`src/rtl/noc_out_arbiter.sv`:
```
// rtl/noc_out_arbiter.sv - round-robin merge of N_IN switch outputs into one link through a DEPTH-entry FIFO
// Optional per-input saturating grant counters on grant_cnt when NOC_ARB_STATS_EN is defined.
module noc_out_arbiter #(
    parameter int WIDTH = 39,
    parameter int N_IN  = 4,
    parameter int DEPTH = 2
) (
    input  logic                    clk,
    input  logic                    rst_n,
    input  logic [N_IN-1:0]         in_valid,
    input  logic [N_IN*WIDTH-1:0]   in_data,
    output logic [N_IN-1:0]         in_ready,
    output logic                    out_valid,
    output logic [WIDTH-1:0]        out_data,
    input  logic                    out_ready
`ifdef NOC_ARB_STATS_EN
    ,
    output logic [N_IN*16-1:0]      grant_cnt
`endif
);

    localparam int PW = (N_IN > 1) ? $clog2(N_IN) : 1;
    localparam int AW = $clog2(DEPTH);

    logic [WIDTH-1:0] mem [DEPTH];
    logic [AW-1:0]    wptr;
    logic [AW-1:0]    rptr;
    logic [AW:0]      count;
    logic [PW-1:0]    rr_ptr;
    logic [PW-1:0]    gnt_idx;
    logic [PW:0]      scan;
    logic [N_IN-1:0]  grant;
    logic             space;
    logic             push;
    logic             pop;

    // No bypass: a full FIFO refuses pushes even while it is being popped.
    assign space = (count < (AW+1)'(DEPTH));

    // Walk the scan order backwards so the earliest valid input from rr_ptr wins by overwrite.
    always_comb begin
        grant   = '0;
        gnt_idx = '0;
        scan    = '0;
        if (space) begin
            for (int k = N_IN - 1; k >= 0; k--) begin
                scan = {1'b0, rr_ptr} + (PW+1)'(k);
                if (scan >= (PW+1)'(N_IN))
                    scan = scan - (PW+1)'(N_IN);
                if (in_valid[scan[PW-1:0]]) begin
                    grant                 = '0;
                    grant[scan[PW-1:0]]   = 1'b1;
                    gnt_idx               = scan[PW-1:0];
                end
            end
        end
    end

    assign in_ready  = grant;
    assign push      = |grant;
    assign out_valid = (count != '0);
    assign out_data  = mem[rptr];
    assign pop       = out_valid & out_ready;

    always_ff @(posedge clk or negedge rst_n) begin
        if (!rst_n) begin
            wptr   <= '0;
            rptr   <= '0;
            count  <= '0;
            rr_ptr <= '0;
            for (int d = 0; d < DEPTH; d++)
                mem[d] <= '0;
        end else begin
            if (push) begin
                mem[wptr] <= in_data[int'(gnt_idx)*WIDTH +: WIDTH];
                wptr      <= wptr + 1'b1;
                rr_ptr    <= (gnt_idx == PW'(N_IN - 1)) ? '0 : gnt_idx + 1'b1;
            end
            if (pop)
                rptr <= rptr + 1'b1;
            case ({push, pop})
                2'b10:   count <= count + 1'b1;
                2'b01:   count <= count - 1'b1;
                default: count <= count;
            endcase
        end
    end

`ifdef NOC_ARB_STATS_EN
    logic [N_IN-1:0][15:0] cnt;

    always_ff @(posedge clk or negedge rst_n) begin
        if (!rst_n) begin
            cnt <= '0;
        end else begin
            for (int i = 0; i < N_IN; i++)
                if (grant[i] && cnt[i] != 16'hFFFF)
                    cnt[i] <= cnt[i] + 16'd1;
        end
    end

    assign grant_cnt = cnt;
`endif

endmodule

```
`config.mk`:
```
export PLATFORM = sky130hd
export DESIGN_NAME = noc_out_arbiter
export DESIGN_NICKNAME = d
export VERILOG_FILES = /design/src/rtl/noc_out_arbiter.sv
export SDC_FILE = /design/constraint.sdc
export NUM_CORES = 1
export LEC_CHECK = 0
export ABC_CLOCK_PERIOD_IN_PS = 4300
export CORE_ASPECT_RATIO = 0.75
export CORE_MARGIN = 2
export CORE_UTILIZATION = 45
export DETAILED_ROUTE_END_ITERATION = 12
export GPL_TIMING_DRIVEN = 0
export PLACE_DENSITY = 0.89
export SETUP_SLACK_MARGIN = 0.2
export SLEW_MARGIN = 40
export SYNTH_ARGS = -nofsm -noshare
export SYNTH_HDL_FRONTEND = slang
export SYNTH_SLANG_ARGS = --single-unit
```
`constraint.sdc`:
```
create_clock -name clk -period 4.3 [get_ports clk]
set_input_delay 0.86 -clock clk [delete_from_list [all_inputs] [get_ports clk]]
set_output_delay 0.86 -clock clk [all_outputs]
set_load 0.01 [all_outputs]
```
# == Word level (Yosys, flattened, before mapping) ==
# Index checks and enable logic that the tools add are counted.
# classes
addsub,12
n_mul,1
magnitude_cmp,16
eq_ne,3
shift,1
mux,42
n_bitwise,3
reduce_logical,8
# op_table
operator,n
$mux W39,4
$shiftx A156 B9 Y39,1
$bwmux W78,1
$demux W39 S1,1
$mux W2,14
$mux W4,5
$lt A2 B3 Y1 const B,4
$sub A2 B1 Y2 const B,5
$ge A3 B3 Y1 const B,3
$bmux W1 S2,4
$demux W1 S2,4
$ge A2 B1 Y1 const B,4
$mul A2 B6 Y8 const B,1
$mux W1,8
$add A2 B2 Y3 const B,2
$logic_and A1 B1 Y1,5
$add A2 B1 Y2 const B,2
$eq A2 B2 Y1 const B,2
$ge A2 B2 Y1 const B,2
$not A1 Y2,2
$pmux W2 S2,1
$reduce_bool A2 Y1,2
$reduce_or A4 Y1,1
$add A2 B1 Y3 const B,1
6 further kinds,7
# totals
regBits,84
in_bits,163

# == Longest topological paths before layout ==
# Gate-level depths: netlist (run 1).
# logic_depth
word_depth,16
mapped_depth,14
depth_no_buf,12

# == Worst setup path after synthesis (run 1) ==
# OpenSTA, ideal clock, no wires.
# synth_timing
path_kind,register to register
startpoint,reg rr_ptr[1]
endpoint,reg count[1]
setup_ns,0.080
t_arrival_ns,3.423
t_required_ns,4.220
path_slack_ns,0.797
path_stages_with_launch,13
cell_sequence,dfrtp_1 -> clkbuf_1 -> inv_1 -> ha_1 -> mux2_2 -> nor4_1 -> nor2_1 -> o311ai_2 -> or4_1 -> inv_1 -> ha_1 -> nor2_1 -> xnor2_1
# synth_via
elab_chain_cells,16
elab_cells_between_ends,57
# synth_lines
element,line,source
start: declaration,29,logic [PW-1:0] rr_ptr;
start signal: assignment,77,rr_ptr <= (gnt_idx == PW'(N_IN - 1)) ? '0 : gnt_idx + 1'b1;
$add A2 B2 Y3,47,"scan = {1'b0, rr_ptr} + (PW+1)'(k);"
$ge A3 B3 Y1 or $sub A2 B1 Y2 (tied branches),"48, 49",
$mux W2,48,if (scan >= (PW+1)'(N_IN))
$mux W2,45,if (space) begin
$lt A2 B3 Y1 (not written as such) or $ge A2 B1 Y1 (tied branches),52,grant[scan[PW-1:0]] = 1'b1;
$logic_and A1 B1 Y1 (not written as such),52,
$mux W1 (not written as such),52,
$demux W1 S2,52,
$mux W4 (3 in a row),50,if (in_valid[scan[PW-1:0]]) begin
$mux W4 (*),50,
$mux W4 (*),45,
via in_ready[3],12,"output logic [N_IN-1:0] in_ready,"
$reduce_or A4 Y1 (*),60,assign push = |grant;
$eq A2 B1 Y1 or $eq A2 B2 Y1 (tied branches),81,"case ({push, pop})"
$pmux W2 S2 or $reduce_bool A2 Y1 (tied branches),-,
end signal: assignment,82,2'b10: count <= count + 1'b1;
end signal: assignment,83,2'b01: count <= count - 1'b1;
end signal: assignment,84,default: count <= count;
end: declaration,28,logic [AW:0] count;
# Mark *: on every way through the listed nets, which the timed path passes. The rest lies on a longest branch. The select of a mux whose other input is x is not followed.
# A chain may end at the register's enable or synchronous reset.

# == Worst setup path after layout (run 1) ==
# layout_timing
startpoint,in in_valid[1]
endpoint,out in_ready[2]
# layout_via
elab_chain_cells,7
elab_cells_between_ends,13
# layout_lines
element,line,source
start: declaration,10,"input logic [N_IN-1:0] in_valid,"
$bmux W1 S2,50,
$mux W1 (not written as such),50,
$mux W4 (3 in a row),50,
$mux W4 (*),50,
$mux W4 (*),45,
end: declaration,12,
# Mark *: on every way between the ends. The rest lies on a longest branch, timed or not. The select of a mux whose other input is x is not followed.

==> results of run 1 <==
power by group:
part	switching [mW]	total, mW	leakage (nW)	internal (mW)
Clock	0.317	0.785	0.146	0.468
Sequential	0.208	1.43	1.03	1.23
Combinational	2.27	4.38	2.51	2.11
Total	2.80	6.60	3.69	3.80
timing repair:
item | 4_1_cts | 5_1_grt
setup endpoints to repair | 4 | 7
setup buffers | 4 | 5
gates resized for setup | 10 | 5
pin swaps | 4 | 1
state kept, by name (all words and copies together), names as in the netlist:
name	count
wptr	1
rptr	1
count	2
rr_ptr	2
mem	78
stage by stage:
step	std cells	utilization (%)	setup TNS, ns	setup WS (ns)
3_5_place_dp	902	66.1	-0.332	-0.245
6_report	927	69.8	0	0.270
4_1_cts	922	69.3	0	0.200
2_1_floorplan	534	-	0	0.797
3_3_place_gp	901	65.8	-29.31	-0.353
5_1_grt	927	69.8	0	0.195
routing by layer:
layer	share of wire (%)	vias to the layer above	global-route usage, %
li1	-	2342	-
met1	40	2314	30.2
met2	50	209	44.2
met3	7.6	28	5.59
met4	2.2	0	8.84
met5	0	-	0
cell type report:
cell class | instances | share of cell area, %
Clock buffer | 11 | 2.97
Timing Repair Buffer | 215 | 26.3
Tap cell | 162 | 2.48
Clock inverter | 5 | 0.735
Buffer | 40 | 2.62
Inverter | 9 | 0.506
Multi-Input combinational cell | 401 | 38.6
Sequential cell | 84 | 25.8
layout by cell type, fill, tap and decap left out, types with 2 or more instances in the layout:
master	instances
or3_1	4
buf_2	17
buf_4	15
a21o_1	2
nand2_1	81
o21ai_1	42
dfrtp_1	83
o41ai_4	2
nor3b_1	2
and2_1	4
nor4_4	2
clkbuf_1	11
xor2_1	2
and3b_1	2
mux4_2	2
buf_6	3
o21ai_0	43
ha_1	8
mux2_2	80
o311ai_4	2
buf_1	3
xnor2_1	4
inv_1	7
nor2_1	7
mux2i_1	80
clkbuf_16	9
a21oi_1	11
clkdlybuf4s50_1	202
o211a_1	2
clkinvlp_4	3
nand2b_1	4
worst reg2reg max path, cell delays in order (launching register included):
cell and delay (ns):
dfrtp_1 0.44, clkbuf_4 0.25, clkinvlp_4 0.17, ha_4 0.27, buf_2 0.18, and3b_1 0.18, o211a_1 0.29, o21ai_0 0.32
o311ai_4 0.16, buf_4 0.19, or4_1 0.62, inv_1 0.14, ha_1 0.26, nor2_1 0.14, xnor2_1 0.13
kinds of logic after synthesis:
kind of cell / after synthesis / synth area share (%)
AO/OA/AOI/OAI: 114 / 13.0
XOR/XNOR: 6 / 0.965
adder cells (fa/ha/maj): 9 / 2.07
buffers and inverters: 49 / 4.48
flip-flops: 84 / 38.6
multiplexers: 163 / 32.3
AND/OR/NAND/NOR: 109 / 8.64
worst max-delay path by stage:
stage                        to  slack, ns        start  cells after the start
CTS                 in_ready[1]       0.20    rr_ptr[0]                      8
global route        in_ready[1]       0.20    rr_ptr[1]                      8
global placement        mem[15]      -0.35        rst_n                      1
detailed placement  in_ready[3]      -0.25    rr_ptr[1]                      8
finish              in_ready[2]       0.27  in_valid[1]                      7
floorplan              count[1]       0.80    rr_ptr[1]                     12
==> results by group, run 1 <==
Outcome
  • Status: complete, no violations

Route
  • DRT antenna net count: 0
  • Routed len/inst: 17.5 um
  • First drt pass iteration count: 5
  • DRC viols: 0
  • Vias: 4,893
  • Initial drt markers: 276
  • Vias per inst: 5.28
  • WL final: 16,300 um

Run
  • Max cap viols: 0

Layout
  • Register Area: 2100 um2
  • Finished layout cell area: 8170 um2
  • Area grow syn2layout: 49.9%
  • Multi-input gate area in the final layout: 3150 um2
  • Antenna Diode Count: 0
  • # fillers: 828
  • Fraction of layout cells with a size suffix above 1: 19.3%
  • Nets: 932

Critical path
  • Worst R2R Start: rr_ptr[1]
  • Max stage delay on crit path: 0.57 ns
  • CP max FO: 10
  • Crit path cell chain: clkdlybuf4s50_1, mux4_2, buf_6, and2_1, or3_1, o211ai_2, clkdlybuf4s50_1
  • Critical Path Sink Type: output port
  • Reg2Reg Depth: 14
  • Worst EP arrival: 3.17 ns
  • Most used cell, CP: clkdlybuf4s50_1
  • Internal reg-to-reg setup slack: 0.48 ns
  • Slowest CP cell: clkdlybuf4s50_1
  • CP bufs+invs: 3
  • RR Endpoint: count[1]
  • CP required: 3.44 ns
  • CP startpoint kind: input port
  • Top delay family on crit path: buffers and inverters
  • Kind of critical path: in -> out

Synth
  • Most common cell in the netlist: dfrtp_1
  • Top cells by count, synth: dfrtp_1, nand2_1, mux2_2, mux2i_1, o21ai_0
  • Avg Cell Area, Syn: 10.2 um2
  • Post-synth net total: 706
  • Seq/Total Area, Yosys: 38.6%
  • Netlist Area Pre-Place: 5450 um2
  • EDFF count, synth: 0
  • Post-synthesis cell count: 534
  • Top cell type's share of synthesized area: 38.6%
  • Ys Warns: 0
  • Async set-reset flop share out of synthesis: 100%
  • Seq cells post-synth: 84
  • Dominant synthesized flop cell: dfrtp_1
  • Most area-consuming cells after synthesis: dfrtp_1, mux2_2, mux2i_1, nand2_1, o21ai_0
  • Area leader, netlist: dfrtp_1
  • Distinct cells, synth: 44

GRT
  • Total track usage: 25.1%
  • Initial antenna violation count: 0
  • Global-route wire length before repair: 25,400 um
  • Vias in the first global route: 5,216
  • Global-route congestion overflow total: 0
  • Largest net degree at the start of global routing: 55

Placement
  • Placed wire-length estimate: 12,200 um
  • GP Congestion: 0.808
  • Dpl cell area: 7730 um2
  • I/O Buffers: 205

STA
  • Clk_skew: 0.00774 ns
  • Post-layout min period: 4.03 ns
  • Setup-failing EPs final: 0
  • Relative slew slack: 51.3%
  • Worst hold slack: 0.403 ns
  • Pins Over Slew Limit: 0
  • Tcrit/Tclk final: 93.7%
  • Worst slew pin tran: 0.730 ns
  • Hold Fails Final Rpt: 0
  • RSZ-0062 raised after global routing: no
  • Fmax: 248 MHz

Clock tree
  • CTS Hold Bufs: 0
  • CTS tree: built
  • Clk buf depth: 2
  • H-tree depth: 3
  • Root buffer cell: clkbuf_16
  • Clk slew on worst S/H paths: 0.06 ns
  • Clock Sinks: 84
  • Clk Latency, worst-skew pair: 0.33 ns
  • CTS buffer count: 9

Die
  • Starting Density: 46.6%
  • Num ports: 207
  • Die height: 99.3 um
  • Core Rows: 34
  • Die Footprint: 13,000 um2
  • Die Wd: 131 um
  • Core Footprint: 11,700 um2

Power and ir drop
  • Maximum vdd drop: 0.554 mV
  • Pwr per Cell Area: 808 nW/um2
  • Total Power Consumption: 6.60 mW
  • Leak: 3.69 nW

Min path
  • Min-delay worst type: in -> async
Power figures use the tool's default switching activity.
==> run 2: changes to the inputs <==
--- a/config.mk
+++ b/config.mk
@@ -8,10 +8,10 @@
 export ABC_CLOCK_PERIOD_IN_PS = 4300
 export CORE_ASPECT_RATIO = 0.75
 export CORE_MARGIN = 2
-export CORE_UTILIZATION = 45
+export CORE_UTILIZATION = 40
 export DETAILED_ROUTE_END_ITERATION = 12
 export GPL_TIMING_DRIVEN = 0
-export PLACE_DENSITY = 0.89
+export PLACE_DENSITY = 0.81
 export SETUP_SLACK_MARGIN = 0.2
 export SLEW_MARGIN = 40
 export SYNTH_ARGS = -nofsm -noshare
==> run 2 against run 1 <==
Cell count rose by 1.2%. Wire length shrank 1.2%. Flip-flop and latch count unchanged. Register-to-register slack got worse by 0.03 ns. Clock power down 9.8%. Combinational power is essentially flat. Critical endpoint is now in_ready[3]. Design area is 0.14% lower. Sequential share of layout area hardly changed. Power is 1.1% lower. Fmax fell by 2.4%. Largest cell class unchanged. Clock-buffer cell count unchanged. Die area grew 12%.
==> results by group, run 2 (synthesized netlist as in run 1, its figures left out) <==
Outcome
  • Status: complete, no violations

Placement
  • I/O Buffers: 205
  • Placed wire-length estimate: 12,100 um
  • Dpl cell area: 7730 um2
  • GP Congestion: 0.876

Clock tree
  • H-tree depth: 3
  • CTS buffer count: 9
  • Clk Latency, worst-skew pair: 0.33 ns
  • CTS Hold Bufs: 0
  • Root buffer cell: clkbuf_16
  • CTS tree: built
  • Clock Sinks: 84
  • Clk buf depth: 2
  • Clk slew on worst S/H paths: 0.06 ns

Route
  • WL final: 16,100 um
  • DRT antenna net count: 0
  • Initial drt markers: 204
  • DRC viols: 0
  • Routed len/inst: 17.1 um
  • Vias: 4,879
  • First drt pass iteration count: 5
  • Vias per inst: 5.20

Layout
  • Regs by FF count: mem: 78 flops, count: 2 flops, rr_ptr: 2 flops
  • Register Area: 2100 um2
  • Most frequent cells in the layout: clkdlybuf4s50_1, dfrtp_1, nand2_1
  • Nets: 934
  • Max reg flops: 78
  • Antenna Diode Count: 0
  • Multi-input gate area in the final layout: 3150 um2
  • Area grow syn2layout: 49.7%
  • Most common cell after layout, fill and taps aside: clkdlybuf4s50_1
  • Fraction of layout cells with a size suffix above 1: 19.6%
  • Reg with most FFs: mem
  • # fillers: 1,042
  • Post-layout util: 62.0%
  • Finished layout cell area: 8160 um2

STA
  • Worst slew pin tran: 0.744 ns
  • Post-layout min period: 4.13 ns
  • Relative slew slack: 50.4%
  • Fmax: 242 MHz
  • Hold Fails Final Rpt: 0
  • RSZ-0062 raised after global routing: yes
  • Tcrit/Tclk final: 96.0%
  • Clk_skew: 0.00537 ns
  • Setup-failing EPs final: 0
  • Pins Over Slew Limit: 0

Power and ir drop
  • Total Power Consumption: 6.53 mW
  • Pwr per Cell Area: 800 nW/um2
  • Leak: 3.70 nW
  • Maximum vdd drop: 0.399 mV

Critical path
  • CP startpoint: in_valid[1]
  • Slowest CP cell: clkdlybuf4s50_1
  • Max stage delay on crit path: 0.59 ns
  • Critical Path Sink Type: output port
  • Kind of critical path: in -> out
  • Internal reg-to-reg setup slack: 0.45 ns
  • CP required: 3.44 ns
  • Worst R2R Start: rr_ptr[0]
  • CP max FO: 10
  • Most used cell, CP: clkdlybuf4s50_1
  • CP startpoint kind: input port
  • Crit path cell chain: clkdlybuf4s50_1, mux4_2, buf_6, and2_1, or3_1, o311ai_4, clkdlybuf4s50_1
  • Reg2Reg Depth: 14
  • Crit path to: in_ready[3]
  • Worst EP arrival: 3.27 ns
  • RR Endpoint: count[1]

Die
  • Num ports: 207
  • Die Footprint: 14,600 um2
  • Die height: 105 um
  • Core Rows: 36
  • Core Footprint: 13,200 um2
  • Starting Density: 41.4%
  • Die Wd: 139 um

GRT
  • Vias in the first global route: 5,168
  • Total track usage: 22.3%
  • Largest net degree at the start of global routing: 47
  • Global-route congestion overflow total: 0
  • Global-route wire length before repair: 26,100 um
  • Initial antenna violation count: 0

Min path
  • Min-delay worst type: in -> async

Run
  • Max cap viols: 0
==> run 2: what timing repair did <==
action	4_1_cts	5_1_grt
endpoints found under the setup margin	5	5
resized for setup	8	6
buffers inserted	4	7
pin swaps	4	0
==> run 2: layout make-up <==
class,count,share of cell area (%)
clock buffers,11,2.98
plain buffers,40,2.62
flip-flops and latches,84,25.8
inverters,9,0.506
clock inverters,5,0.337
well taps,171,2.62
multi-input cells,401,38.7
repair buffers,217,26.5
==> run 2: per-stage QoR <==
step	TNS (ns)	setup WS [ns]	hold WS, ns	cells
after global placement	-28.49	-0.343	0.456	910
final	0	0.171	0.419	938
after CTS	0	0.186	0.426	931
after detailed placement	-0.269	-0.194	0.466	911
after floorplan	0	0.797	0.444	534
after global routing	0	0.134	0.444	938
==> run 2: report_power, final <==
| group | leakage [nW] | internal, mW | switching [mW] |
|---|---|---|---|
| Clock | 0.135 | 0.403 | 0.305 |
| Combinational | 2.53 | 2.11 | 2.28 |
| Sequential | 1.03 | 1.23 | 0.201 |
==> run 2: worst min-delay path by stage <==
stage,start,end,slack [ns],cells past startpoint
6_report,rst_n,mem[22],0.42,1
3_3_place_gp,mem[5],mem[5],0.46,2
4_1_cts,rst_n,mem[61],0.43,1
3_5_place_dp,mem[4],mem[4],0.47,2
2_1_floorplan,mem[10],mem[10],0.44,2
5_1_grt,rst_n,mem[22],0.44,1
==> run 2: layer usage <==
layer | routed length, um | track usage [%] | share of wire (%)
met3 | 1220 | 5.68 | 7.6
met4 | 272 | 5.92 | 1.7
met5 | 0 | 0 | 0
met2 | 7590 | 38.0 | 47
met1 | 7000 | 28.2 | 44
==> run 2: critical path: cells and delay by family <==
family | cells | cell delay, ns
multiplexers | 1 | 0.51
buffers and inverters | 3 | 1.22
AND/OR/NAND/NOR | 2 | 0.60
AO/OA/AOI/OAI | 1 | 0.09
==> variant 1 (config.mk and constraints of run 1) <==
Build with the macro `NOC_ARB_STATS_EN` defined.
--- a/src/rtl/noc_out_arbiter.sv
+++ b/src/rtl/noc_out_arbiter.sv
@@ -1,4 +1,6 @@
 // rtl/noc_out_arbiter.sv - round-robin merge of N_IN switch outputs into one link through a DEPTH-entry FIFO
 // Optional per-input saturating grant counters on grant_cnt when NOC_ARB_STATS_EN is defined.
+`define NOC_ARB_STATS_EN
+
 module noc_out_arbiter #(
     parameter int WIDTH = 39,
Check against the original RTL (old outputs only; new: grant_cnt): same outputs for any inputs over 4 cycles, from zero or initial values and one cycle with rst_n low; that may be too few to reach the edited logic, so the function may still have changed.
==> variant 1 against run 1 <==
  * Sequential cell count grew 64
  * Cell area grew 51%
  * Sequential share of layout area grew 4.2 points
  * First-iteration DRC count grew 87%
  * Area after synthesis grew 55%
  * Count of clock-buffer cells in the layout grew 10
  * Setup slack lost 0.15 ns
  * Total power grew 39%
  * Clock skew grew 0.0034 ns
  * Synthesized cell count grew 52%
  * Fmax shrank 3.5%
  * Routed wire length grew 57%
  * Critical path type unchanged
  * Critical endpoint unchanged
  * Largest cell class unchanged
  * Largest power group unchanged
==> variant 1: results (changes against run 1) <==
| Metric | Value |
|---|---|
| Status | finished, final reports clean (unchanged) |
| Placed inst area | 11520 um^2 (was 7731 um^2) |
| M1 GR Usage | 0.3238 (was 0.3017) |
| Placed cell count | 1331 (was 902) |
| Synth top area cells | dfrtp_1 (44%), mux2_1 (9.7%), mux2_2 (7.1%) (was dfrtp_1 (39%), mux2_2 (17%), mux2i_1 (15%)) |
| # clock sinks | 148 (was 84) |
| Routed wl met3 | 1.958 mm (was 1.240 mm) |
| NonClk Buf Share | 0.2594 (was 0.2894) |
| Buffers excl. clock | 346 (was 255) |
| Metal2 WL | 12.12 mm (was 8.092 mm) |
| Pwr Density | 740.6 nW/um^2 (was 808.0 nW/um^2) |
| Cells after Synth | 811 (was 534) |
| Number of multi-input logic gates | 587 (was 401) |
| Clock buffer cells | 21 (was 11) |
| Post-CTS Setup Inserts | 10 (was 4) |
| Worst slack, placed | -0.5283 ns (was -0.2450 ns) |
| Drt total wl | 25.47 mm (was 16.27 mm) |
| Leak | 5.049 nW (was 3.687 nW) |
| Initial DRC Count | 516 (was 276) |
| Post-Syn Nets | 987 (was 706) |
| Synth cell count leaders | dfrtp_1 (148), nand2_1 (142), mux2_1 (73) (was dfrtp_1 (84), nand2_1 (81), mux2_2 (80), mux2i_1 (80), o21ai_0 (45)) |
| Vias | 7685 (was 4893) |
| Largest net degree at the start of global routing | 76 (was 55) |
| First-pass GRT wire length | 38.67 mm (was 25.35 mm) |
| Share of layout cells above drive strength 1 | 0.1367 (was 0.1935) |
| Min Hold Slack | 0.2034 ns (was 0.4032 ns) |
| Metal-1 WL | 11.04 mm (was 6.578 mm) |
| Port buffer count | 270 (was 205) |
| Vias in the first global route | 7500 (was 5216) |
| # H-tree levels | 4 (was 3) |
[variant 1: kinds of logic (layout without fill, tap and decap cells)]
group | Yosys count | in the layout | share of synthesized area
compound gates | 112 | 112 | 0.1010
xor+xnor | 64 | 64 | 0.06645
buf+inv | 76 | 399 | 0.04034
flops | 148 | 148 | 0.4390
mux | 135 | 135 | 0.1833
simple gates | 263 | 263 | 0.1506
fa+ha+maj | 13 | 13 | 0.01928
[variant 1: worst paths after layout]
kind / startpoint / to
max: in_valid[1] / in_ready[2]
max reg2reg: rr_ptr[0] / mem[24]
min reg2reg: mem[35] / mem[35]
max in group asynchronous: rst_n / rr_ptr[0]
min in group clk: mem[35] / mem[35]
min: rst_n / grant_cnt[5]
[variant 1: critical path, stage by stage]
cell             delay [ns]
clkdlybuf4s50_1        0.46
mux4_2                 0.53
or3b_1                 0.40
a221oi_2               0.35
nor2_4                 0.12
inv_1                  0.07
clkdlybuf4s50_1        0.52
==> variant 2 (settings of run 1) <==
Made on the original files. Change the parameter `DEPTH` from 2 to 4.
--- a/src/rtl/noc_out_arbiter.sv
+++ b/src/rtl/noc_out_arbiter.sv
@@ -4,5 +4,5 @@
     parameter int WIDTH = 39,
     parameter int N_IN  = 4,
-    parameter int DEPTH = 2
+    parameter int DEPTH = 4
 ) (
     input  logic                    clk,
Behaviour: not the same (Yosys sat finds a counterexample within 4 cycles, from zero or initial values and one cycle with rst_n low).
==> variant 2 against run 1 <==
  * Clock skew increased by 0.0021 ns
  * Routed wire length is 53% higher
  * Via count rose by 50%
  * Sequential power is 94% higher
  * Die area rose by 61%
  * Area after synthesis grew 63%
  * Setup slack worse by 0.013 ns
  * Total power is 60% higher
  * Global-route usage shrank 1.2 points
  * Core utilization fell by 7.3 points
  * Sequential cell count increased by 81
  * Cell area up 48%
  * Highest routed layer unchanged
==> variant 2: results (changes against run 1) <==
| Metric | Value |
|---|---|
| Worst-skew pair later-pin latency | 0.43 ns (was 0.33 ns) |
| Cts bufs inserted | 17 (was 9) |
| First-pass GRT wire length | 39.59 mm (was 25.35 mm) |
| # H-tree levels | 4 (was 3) |
| Synth Area in Adders | 0.02056 (was 0.02067) |
| Min Hold Slack | 0.2657 ns (was 0.4032 ns) |
| RR Startpoint | rr_ptr[1] (unchanged) |
| Routed wl met3 | 2.276 mm (was 1.240 mm) |
| VDD IR max | 0.5201 mV (was 0.5541 mV) |
| Final nets | 1229 (was 932) |
| R2r endpoint | count[2] (was count[1]) |
| Status | finished, final reports clean (unchanged) |
| Metal2 WL | 12.07 mm (was 8.092 mm) |
| Metal-1 WL | 10.17 mm (was 6.578 mm) |
| Vias in the first global route | 7663 (was 5216) |
| Gr usage total | 0.2386 (was 0.2509) |
| Share of layout cells above drive strength 1 | 0.1822 (was 0.1935) |
| Synth cell count leaders | dfrtp_1 (165), nand2_1 (162), o21ai_0 (94) (was dfrtp_1 (84), nand2_1 (81), mux2_2 (80), mux2i_1 (80), o21ai_0 (45)) |
| Worst slew pin tran | 0.7895 ns (was 0.7304 ns) |
| Unique masters post-synth | 52 (was 44) |
| Sequential share of the synthesized area | 0.4648 (was 0.3859) |
| Initial DRC Count | 424 (was 276) |
| Worst slack, placed | -0.2649 ns (was -0.2450 ns) |
| Reg2reg setup slack | 0.31 ns (was 0.48 ns) |
| Leak | 5.452 nW (was 3.687 nW) |
-- variant 2: cell types whose count changed after synthesis, moves of 9 or more --
cell             run 1  this run
mux4_2               2        41
mux2_2              80        41
dfrtp_1             84       165
nand2_1             81       162
o21ai_0             45        94
o21ai_1             40        71
clkbuf_1            11        20
-- variant 2: metrics by stage --
| stage | cells | area (um^2) | total power [mW] |
|---|---|---|---|
| after floorplan | 809 | 8884 | 6.558 |
| after global placement | 1267 | 11250 | 8.547 |
| after detailed placement | 1269 | 11320 | 8.801 |
| after CTS | 1309 | 12020 | 10.46 |
| after global routing | 1318 | 12120 | 11.23 |
| final | 1318 | 12120 | 10.54 |
-- variant 2: final cells by class --
class / instances / area, um^2
fill: 1529 / 7256
clock inverter: 15 / 162.7
inverter: 14 / 60.06
clock buffer: 17 / 425.4
buffer: 61 / 326.6
timing repair buffer: 224 / 2247
sequential: 165 / 4129
tap: 253 / 316.6
multi-input combinational: 569 / 4456
-- variant 2: layer usage --
| metal | GRT usage | vias up |
|---|---|---|
| met5 | 0 | - |
| met4 | 0.05730 | 0 |
| met3 | 0.07542 | 37 |
| met2 | 0.4022 | 316 |
| met1 | 0.3038 | 3632 |
| li1 | - | 3359 |
-- variant 2: report_power, final --
group	switching (mW)	internal [mW]
sequential	0.414	2.35
clock	0.691	0.827
combinational	3.35	2.91
total	4.46	6.09
-- variant 2: cell families after synthesis --
logic type      Yosys count
simple gates            188
buf+inv                  75
compound gates          198
flops                   165
mux                     162
xor+xnor                  7
fa+ha+maj                14
-- variant 2: how the worst max path moves through the flow --
stage | start | end | slack (ns) | cells past startpoint
floorplan | rr_ptr[0] | count[2] | 0.38 | 17
global placement | rst_n | mem[70] | -4.02 | 1
detailed placement | in_valid[2] | count[2] | -0.26 | 15
CTS | rr_ptr[1] | count[2] | 0.20 | 17
global route | rr_ptr[1] | count[2] | 0.13 | 17
finish | in_valid[1] | in_ready[3] | 0.26 | 7
-- variant 2: what timing repair did --
item | in CTS | in global routing
setup buffers | 8 | 9
pin swaps | 5 | 2
resized for setup | 12 | 13
endpoints found under the setup margin | 6 | 5
-- variant 2: worst max-delay path, delay by kind of cell --
family / cells / cell delay, ns
compound gates: 1 / 0.08
simple gates: 2 / 0.58
buf+inv: 3 / 1.18
mux: 1 / 0.48
